==> src/rtl/sync_fifo_prog_if.sv <==
// Handshake/status bundle for sync_fifo_prog: the bench or producer drives the master side, the FIFO sits on the slave side.
interface sync_fifo_prog_if #(
    parameter int FIFO_WIDTH = 16,
    parameter int FIFO_DEPTH = 8,
    parameter int CNT_W      = $clog2(FIFO_DEPTH + 1)
);
    logic                  flush;
    logic                  wr_en;
    logic [FIFO_WIDTH-1:0] data_in;
    logic                  rd_en;
    logic [CNT_W-1:0]      af_thresh;
    logic [CNT_W-1:0]      ae_thresh;
    logic [FIFO_WIDTH-1:0] data_out;
    logic                  rd_valid;
    logic                  wr_ack;
    logic                  overflow;
    logic                  underflow;
    logic                  full;
    logic                  empty;
    logic                  almostfull;
    logic                  almostempty;
    logic [CNT_W-1:0]      count;

    modport master (
        output flush, wr_en, data_in, rd_en, af_thresh, ae_thresh,
        input  data_out, rd_valid, wr_ack, overflow, underflow,
               full, empty, almostfull, almostempty, count
    );

    modport slave (
        input  flush, wr_en, data_in, rd_en, af_thresh, ae_thresh,
        output data_out, rd_valid, wr_ack, overflow, underflow,
               full, empty, almostfull, almostempty, count
    );
endinterface

==> src/rtl/sync_fifo_prog.sv <==
// Synchronous FIFO with runtime almost-full/empty thresholds and any depth >= 2.
// Define SYNC_FIFO_FWFT_EN for first-word-fall-through reads; default is registered reads.
module sync_fifo_prog #(
    parameter int FIFO_WIDTH = 16,
    parameter int FIFO_DEPTH = 8
) (
    input logic             clk,
    input logic             rst,
    sync_fifo_prog_if.slave bus
);
    localparam int CNT_W = $clog2(FIFO_DEPTH + 1);
    localparam int PTR_W = $clog2(FIFO_DEPTH);
    localparam logic [CNT_W-1:0] DEPTH_C  = CNT_W'(FIFO_DEPTH);
    localparam logic [PTR_W-1:0] LAST_PTR = PTR_W'(FIFO_DEPTH - 1);

    logic [FIFO_WIDTH-1:0] mem [FIFO_DEPTH];
    logic [PTR_W-1:0]      wr_ptr, rd_ptr;
    logic [CNT_W-1:0]      count;
    logic [FIFO_WIDTH-1:0] dout_q;
    logic                  wr_ack_q, ovf_q, udf_q;
    logic                  empty;
    logic                  rd_acc, wr_acc;

    // Explicit wrap so non-power-of-two depths never index past the array.
    function automatic logic [PTR_W-1:0] ptr_inc(input logic [PTR_W-1:0] p);
        return (p == LAST_PTR) ? '0 : p + 1'b1;
    endfunction

    assign empty  = (count == '0);
    assign rd_acc = bus.rd_en && !empty;
    assign wr_acc = bus.wr_en && ((count < DEPTH_C) || rd_acc);

    always_ff @(posedge clk) begin
        if (!rst && !bus.flush && wr_acc)
            mem[wr_ptr] <= bus.data_in;
    end

`ifdef SYNC_FIFO_FWFT_EN
    // dout_q holds the last word shown, so data_out stays put while empty.
    always_ff @(posedge clk) begin
        if (rst)
            dout_q <= '0;
        else if (!empty && (bus.flush || rd_acc))
            dout_q <= mem[rd_ptr];
    end
    assign bus.data_out = empty ? dout_q : mem[rd_ptr];
    assign bus.rd_valid = !empty;
`else
    logic rd_vld_q;
    always_ff @(posedge clk) begin
        if (rst) begin
            dout_q   <= '0;
            rd_vld_q <= 1'b0;
        end else if (bus.flush) begin
            rd_vld_q <= 1'b0;
        end else begin
            rd_vld_q <= rd_acc;
            if (rd_acc)
                dout_q <= mem[rd_ptr];
        end
    end
    assign bus.data_out = dout_q;
    assign bus.rd_valid = rd_vld_q;
`endif

    always_ff @(posedge clk) begin
        if (rst || bus.flush) begin
            wr_ptr   <= '0;
            rd_ptr   <= '0;
            count    <= '0;
            wr_ack_q <= 1'b0;
            ovf_q    <= 1'b0;
            udf_q    <= 1'b0;
        end else begin
            wr_ack_q <= wr_acc;
            ovf_q    <= bus.wr_en && !wr_acc;
            udf_q    <= bus.rd_en && !rd_acc;
            if (wr_acc) wr_ptr <= ptr_inc(wr_ptr);
            if (rd_acc) rd_ptr <= ptr_inc(rd_ptr);
            case ({wr_acc, rd_acc})
                2'b10:   count <= count + 1'b1;
                2'b01:   count <= count - 1'b1;
                default: count <= count;
            endcase
        end
    end

    assign bus.wr_ack      = wr_ack_q;
    assign bus.overflow    = ovf_q;
    assign bus.underflow   = udf_q;
    assign bus.count       = count;
    assign bus.empty       = empty;
    assign bus.full        = (count == DEPTH_C);
    assign bus.almostfull  = (count >= bus.af_thresh);
    assign bus.almostempty = (count <= bus.ae_thresh);
endmodule

==> src/flat_wrapper.sv <==
// flat-port wrapper written by rule: the top's interface ports become plain ports
module sync_fifo_prog_flat 
#(
    parameter int FIFO_WIDTH = 16,
    parameter int FIFO_DEPTH = 8
)
  (clk, rst, bus_flush, bus_wr_en, bus_data_in, bus_rd_en, bus_af_thresh, bus_ae_thresh, bus_data_out, bus_rd_valid, bus_wr_ack, bus_overflow, bus_underflow, bus_full, bus_empty, bus_almostfull, bus_almostempty, bus_count);
  sync_fifo_prog_if #(.FIFO_WIDTH(FIFO_WIDTH), .FIFO_DEPTH(FIFO_DEPTH)) bus_i ();
  input logic clk;
  input logic rst;
  input wire logic [$bits(bus_i.flush)-1:0] bus_flush;
  input wire logic [$bits(bus_i.wr_en)-1:0] bus_wr_en;
  input wire logic [$bits(bus_i.data_in)-1:0] bus_data_in;
  input wire logic [$bits(bus_i.rd_en)-1:0] bus_rd_en;
  input wire logic [$bits(bus_i.af_thresh)-1:0] bus_af_thresh;
  input wire logic [$bits(bus_i.ae_thresh)-1:0] bus_ae_thresh;
  output wire logic [$bits(bus_i.data_out)-1:0] bus_data_out;
  output wire logic [$bits(bus_i.rd_valid)-1:0] bus_rd_valid;
  output wire logic [$bits(bus_i.wr_ack)-1:0] bus_wr_ack;
  output wire logic [$bits(bus_i.overflow)-1:0] bus_overflow;
  output wire logic [$bits(bus_i.underflow)-1:0] bus_underflow;
  output wire logic [$bits(bus_i.full)-1:0] bus_full;
  output wire logic [$bits(bus_i.empty)-1:0] bus_empty;
  output wire logic [$bits(bus_i.almostfull)-1:0] bus_almostfull;
  output wire logic [$bits(bus_i.almostempty)-1:0] bus_almostempty;
  output wire logic [$bits(bus_i.count)-1:0] bus_count;
  assign bus_i.flush = bus_flush;
  assign bus_i.wr_en = bus_wr_en;
  assign bus_i.data_in = bus_data_in;
  assign bus_i.rd_en = bus_rd_en;
  assign bus_i.af_thresh = bus_af_thresh;
  assign bus_i.ae_thresh = bus_ae_thresh;
  assign bus_data_out = bus_i.data_out;
  assign bus_rd_valid = bus_i.rd_valid;
  assign bus_wr_ack = bus_i.wr_ack;
  assign bus_overflow = bus_i.overflow;
  assign bus_underflow = bus_i.underflow;
  assign bus_full = bus_i.full;
  assign bus_empty = bus_i.empty;
  assign bus_almostfull = bus_i.almostfull;
  assign bus_almostempty = bus_i.almostempty;
  assign bus_count = bus_i.count;
  sync_fifo_prog #(.FIFO_WIDTH(FIFO_WIDTH), .FIFO_DEPTH(FIFO_DEPTH)) u_core (.clk(clk), .rst(rst), .bus(bus_i));
endmodule
==> config.mk <==
export PLATFORM = sky130hd
export DESIGN_NAME = sync_fifo_prog_flat
export DESIGN_NICKNAME = d
export VERILOG_FILES = /design/src/rtl/sync_fifo_prog_if.sv /design/src/rtl/sync_fifo_prog.sv /design/src/flat_wrapper.sv
export SDC_FILE = /design/constraint.sdc
export NUM_CORES = 1
export LEC_CHECK = 0
export CELL_PAD_IN_SITES_DETAIL_PLACEMENT = 0
export CELL_PAD_IN_SITES_GLOBAL_PLACEMENT = 1
export CORE_UTILIZATION = 30
export CTS_CLUSTER_DIAMETER = 120
export CTS_CLUSTER_SIZE = 14
export DETAILED_ROUTE_END_ITERATION = 10
export PLACE_DENSITY_LB_ADDON = 0.12
export SETUP_SLACK_MARGIN = 0.15
export SYNTH_ARGS = -nofsm -noshare
export SYNTH_HDL_FRONTEND = slang
export SYNTH_SLANG_ARGS = --single-unit
export TNS_END_PERCENT = 100
==> constraint.sdc <==
create_clock -name clk -period 2.39 [get_ports clk]
set_input_delay 0.239 -clock clk [delete_from_list [all_inputs] [get_ports clk]]
set_output_delay 0.239 -clock clk [all_outputs]
set_load 0.1 [all_outputs]
After elaboration in Yosys (flattened, before gate mapping)

Memories as Yosys holds them, arrays and structs flattened. A register that Yosys moved wholly into a read port is not among the register bits.
Index checks and enable logic that the tools add are counted.

Register bits: 14
Input port bits: 29
Memories kept: 1
Output and inout bits: 28
RAM bits: 128
Logic and storage cells: 43

Multiplexer cells: 5
Add/sub/neg operators: 4
Magnitude comparators: 3
Reduce and logical (&&, ||, !) cells: 17
Eq/ne operators: 5
Bitwise logic cells: 1

Memory list:

| name       | depth | bits a word | read ports | clocked after memory_dff | write ports | RTL line             | RTL |
|---|---|---|---|---|---|---|---|
| u_core.mem | 8     | 16          | 1          | 1                        | 1           | sync_fifo_prog.sv:16 | `logic [FIFO_WIDTH-1:0] mem [FIFO_DEPTH];` |

Operators with widths:

| operator            | count |
|---|---|
| $pmux 4 s2          | 1 |
| $add 3x1->3 const B | 2 |
| $eq 3x3->1 const B  | 2 |
| $logic_and 1x1->1   | 6 |
| $mux 3              | 2 |
| $logic_not 1->1     | 5 |
| $add 4x1->4 const B | 1 |
| $eq 4x4->1 const B  | 1 |
| $ge 4x4->1          | 1 |
| $le 4x4->1          | 1 |
| $logic_not 4->1     | 1 |
| $lt 4x4->1 const B  | 1 |
| $sub 4x1->4 const B | 1 |
| $eq 2x1->1 const B  | 1 |
| $eq 2x2->1 const B  | 1 |
| $logic_or 1x1->1    | 2 |
| $mux 1              | 2 |
| $reduce_and 2->1    | 1 |
| $reduce_bool 2->1   | 1 |
| $reduce_or 2->1     | 1 |
| $not 1->1           | 1 |

Longest topological paths before layout

Word-level depth: 8
Depth in mapped cells: 10
Mapped depth without buffers: 9

Worst setup path before layout

OpenSTA, ideal clock, no wires.

Path type: register to output
From: register u_core.count[3], in the netlist u_core.bus.count[3]
To: output port bus_full
Data required time: 2.151 ns
Path buffers: 0
Arrival time: 4.222 ns
Slack: -2.071 ns
Stages on the path, launching flop included: 2
Cell sequence: dfxtp_1 -> nor4b_1

Word-level cells in the longest chain between the ends: 1

RTL lines:

| element                | RTL line             | RTL |
|---|---|---|
| start, declared        | sync_fifo_prog.sv:18 | `logic [CNT_W-1:0] count;` |
| start signal, assigned | sync_fifo_prog.sv:81 | `2'b10: count <= count + 1'b1;` |
| start signal, assigned | sync_fifo_prog.sv:82 | `2'b01: count <= count - 1'b1;` |
| start signal, assigned | sync_fifo_prog.sv:83 | `default: count <= count;` |
| $eq 4x4->1             | sync_fifo_prog.sv:93 | `assign bus.full = (count == DEPTH_C);` |
| end, declared          | flat_wrapper.sv:22   | `output wire logic [$bits(bus_i.full)-1:0] bus_full;` |

Every way passes these cells.

Worst setup path in the final report

From: register u_core.count[1], in the netlist u_core.bus.count[1]
To: output port bus_almostempty

Word-level cells in the longest chain between the ends: 1

RTL lines:

| element       | RTL line             | RTL |
|---|---|---|
| $le 4x4->1    | sync_fifo_prog.sv:95 | `assign bus.almostempty = (count <= bus.ae_thresh);` |
| end, declared | flat_wrapper.sv:25   | `output wire logic [$bits(bus_i.almostempty)-1:0] bus_almostempty;` |

Every way passes these cells.

==> summary.md <==
| Metric | Value |
|---|---|
| Max-cap check violation count | `0` |
| Synth area leaders | `edfxtp_1 62%, mux4_2 12%, dfxtp_1 9.7%` |
| GP Congestion | `0.682` |
| CP bufs+invs | `2` |
| Syn_nets | `381` |
| Fmax | `464 MHz` |
| Flop pwr share | `about half` |
| Sink Count | `roughly 160` |
| Worst skew pair latency | `~0.42 ns` |
| DPL Wire Length | `approximately 8.3 mm` |
| NumNets Final | `473` |
| Htree depth | `4` |
| Area Growth Syn to Fin | `29.1%` |
| Power density cells | `around 750 mW/mm^2` |
| Internal reg-to-reg setup slack | `0.32 ns` |
| First-pass GRT wire length | `21.4 mm` |
| Site row count | `between 50 and 60` |
| Internal | `4.70 mW` |
| EDFF count, synth | `~130` |
| Register area share after synthesis | `71.5%` |
| Most frequent CP cell | `o21a_1` |
| CP arrival | `~1.9 ns` |
| Setup TNS | `0 ns` |
| YS warnings | `0` |
| Avg WL per Cell | `19.3 um` |
| Io pins | `57` |
| Hold Crit Class | `reg2reg` |
| Ant. Diodes | `0` |
| Pleak | `around 2.8 nW` |
| Synth area leader | `edfxtp_1` |
| Routed vias/inst | `4.66` |
| Net Sw Frac | `22.4%` |
| Peak VDD IR | `497 uV` |
| Gr usage total | `between 10% and 20%` |
| Port buffer count | `56` |
| Routed WL | `13.7 mm` |
| Unrepaired setup endpoints after global routing | `no` |
| Final Hold Fails | `0` |
| Fin crit share | `90.2%` |
| Layout Cells excl Fill | `711` |
| Drt pass-1 iters | `4` |
| Core ar. | `0.0203 sq mm` |
| Final core utilization | `39.5%` |
| Clock Power Share | `43.7%` |
| Hold_buf cts | `0` |
| Hold slack | `0.484 ns` |
| Outcome | `finished, final reports clean` |
| CP Launch Type | `flop` |
| Placed instance area | `0.00733 sq mm` |
| CTS tree | `yes` |
| Synth Cell Area | `0.00622 sq mm` |
| Vias | `~3300` |
| Distinct cell type count after synthesis | `42` |
| Switch Pwr | `1.36 mW` |
| Cells after DPL | `just under 700` |
| Critical path peak fanout | `3` |
| Yosys top cell area share | `61.8%` |
| Setup violators final | `0` |
| Initial core utilization | `30.6%` |
| Slew margin rel. | `73.2%` |
| Critical Path Max Stage Delay | `0.35 ns` |
| Delay-heaviest family, CP | `compound AO/OA/AOI/OAI gates` |
| Largest net degree at the start of global routing | `23` |
| Setup ws final | `0.234 ns` |
| Number of antenna violations at the first check in global routing | `0` |
| Clk_skew | `just over 0.009 ns` |
| Tmin final | `between 2 and 2.5 ns` |
| Vias in the first global route | `3516` |
| Initial DRC count | `158` |
| Clock Path Buffers | `2` |
| Critical path, cell by cell | `buf_8 -> ha_4 -> nor2b_4 -> o21a_1 -> o21a_1 -> o21ai_4 -> buf_12` |
| Die Area | `0.0213 sq mm` |
| Syn Inst Count | `between 300 and 400` |
| Worst Setup Path Type | `reg2out` |
| Post-route ant nets | `0` |
| Critical Path End Type | `primary output` |
| Power, Total | `6.06 mW` |
| Layout cells sized above 1 | `33.8%` |
| Max-slew violations | `0` |
| Tightest Pin Transition | `0.402 ns` |
| Total CTS buffers | `17` |
| Place WS | `~0.015 ns` |
| Worst Path Required | `between 2 and 2.5 ns` |
| Comb pwr share | `between 6 and 7%` |
| Filler cell count | `1877` |
| Final Cell Area | `0.00802 sq mm` |
| DRC Markers | `0` |
| Async set-or-reset flop fraction in the synthesized netlist | `0%` |
| Total gr overflow | `0` |
| Die height | `146 um` |
| Syn_area_per_cell | `18.5 sq um` |
| Flops & latches, synth | `158` |
| Chip width | `146 um` |
| Clk slew on worst S/H paths | `0.06 ns` |
| CTS root buf | `clkbuf_16` |
| Crit path max-delay cell type | `dfxtp_4` |
| Primary FF master, synth | `edfxtp_1` |
[kinds of logic (layout without fill, tap and decap cells)]
logic type,after synthesis,count (layout),synth area share [%]
and+or+nand+nor,68,68,6.46
adders and majority gates,16,16,3.34
buffers and inverters,25,130,2.19
xor gates and xnor gates,2,2,0.282
DFF,158,158,71.5
muxes,33,33,11.8
AOI/OAI and AO/OA,34,34,4.49
[cell usage in the layout (no fill, tap or decap), types with 4 or more instances in the layout]
cell type and instances:
ha_1 11, buf_12 10, edfxtp_1 128, buf_4 48
a21oi_1 7, dfxtp_1 25, nor2b_1 16, a221o_1 16
nand2_1 7, inv_1 9, clkbuf_16 17, clkinv_2 4
mux4_2 32, clkdlybuf4s50_1 28, nor2_1 19, clkinv_4 4
[path summary, 6_finish.rpt]
kind | to | from | depth (start not counted)
max | bus_almostempty | u_core.bus.count[1]$_SDFFE_PP0P_ | 7
min | u_core.bus.data_out[11]$_SDFFE_PP0P_ | u_core.bus.data_out[11]$_SDFFE_PP0P_ | 1
max reg2reg | u_core.bus.count[3]$_SDFFE_PP0P_ | u_core.bus.count[0]$_SDFFE_PP0P_ | 8
min reg2reg | u_core.bus.data_out[11]$_SDFFE_PP0P_ | u_core.bus.data_out[11]$_SDFFE_PP0P_ | 1
[flip-flops by register name, indices dropped and copies added (netlist names)]
name / count
u_core.rd_ptr: 3
u_core.bus.data_out: 16
u_core.bus.wr_ack: 1
u_core.bus.overflow: 1
u_core.bus.underflow: 1
u_core.wr_ptr: 3
u_core.bus.count: 4
u_core.bus.rd_valid: 1
u_core.mem: 128
[power groups by stage]
| stage | Sequential (mW) | Clock [mW] | Combinational (mW) |
|---|---|---|---|
| 6_report | 3.01 | 2.64 | 0.406 |
| 5_1_grt | 3.01 | 2.83 | 0.434 |
| 4_1_cts | 3.01 | 2.72 | 0.398 |
| 3_5_place_dp | 3.07 | 0 | 0.386 |
| 3_3_place_gp | 3.07 | 0 | 0.383 |
| 2_1_floorplan | 3.14 | 0 | 0.153 |
[routing by layer]
layer	routed length (um)	vias to the layer above	global-route usage [%]
met4	158	0	5.05
met2	6640	59	22.1
li1	-	1527	-
met3	592	10	3.73
met1	6310	1716	18.3
met5	0	-	0
[cell usage after synthesis (all sizes together) (2+ instances only)]
| cell | n |
|---|---|
| clkbuf | 6 |
| nor2b | 18 |
| nor2 | 22 |
| xor2 | 2 |
| buf | 8 |
| o21a | 2 |
| nand4 | 2 |
| o21ai | 2 |
| a221o | 16 |
| ha | 15 |
| inv | 10 |
| mux4 | 32 |
| a21oi | 8 |
| edfxtp | 128 |
| nand2b | 4 |
| a21o | 3 |
| nor3 | 4 |
| nand3 | 2 |
| nand2 | 7 |
| dfxtp | 30 |
[what timing repair did]
item,CTS,global route
hold endpoints to repair,0,0
pin swaps,3,6
resized for setup,7,5
buffers inserted,3,3
endpoints found under the setup margin,3,4
[worst register-to-register path, cell delays in order (launching register included)]
cell and delay (ns):
dfxtp_4 0.38, o41ai_4 0.39, inv_1 0.11, ha_2 0.23, ha_4 0.29, nand3_1 0.11
and4b_1 0.22, o21ai_0 0.14, o31ai_1 0.09
[cell type report]
| cell class | instances | area, sq um | area share, % |
|---|---|---|---|
| inverters | 11 | 48.8 | 0.608 |
| well taps | 270 | 338 | 4.21 |
| clock inverters | 13 | 140 | 1.75 |
| multi-input cells | 153 | 1750 | 21.8 |
| flip-flops and latches | 158 | 4460 | 55.6 |
| repair buffers | 87 | 856 | 10.7 |
| clock buffers | 19 | 433 | 5.40 |
(Power assumes the default switching activity.)
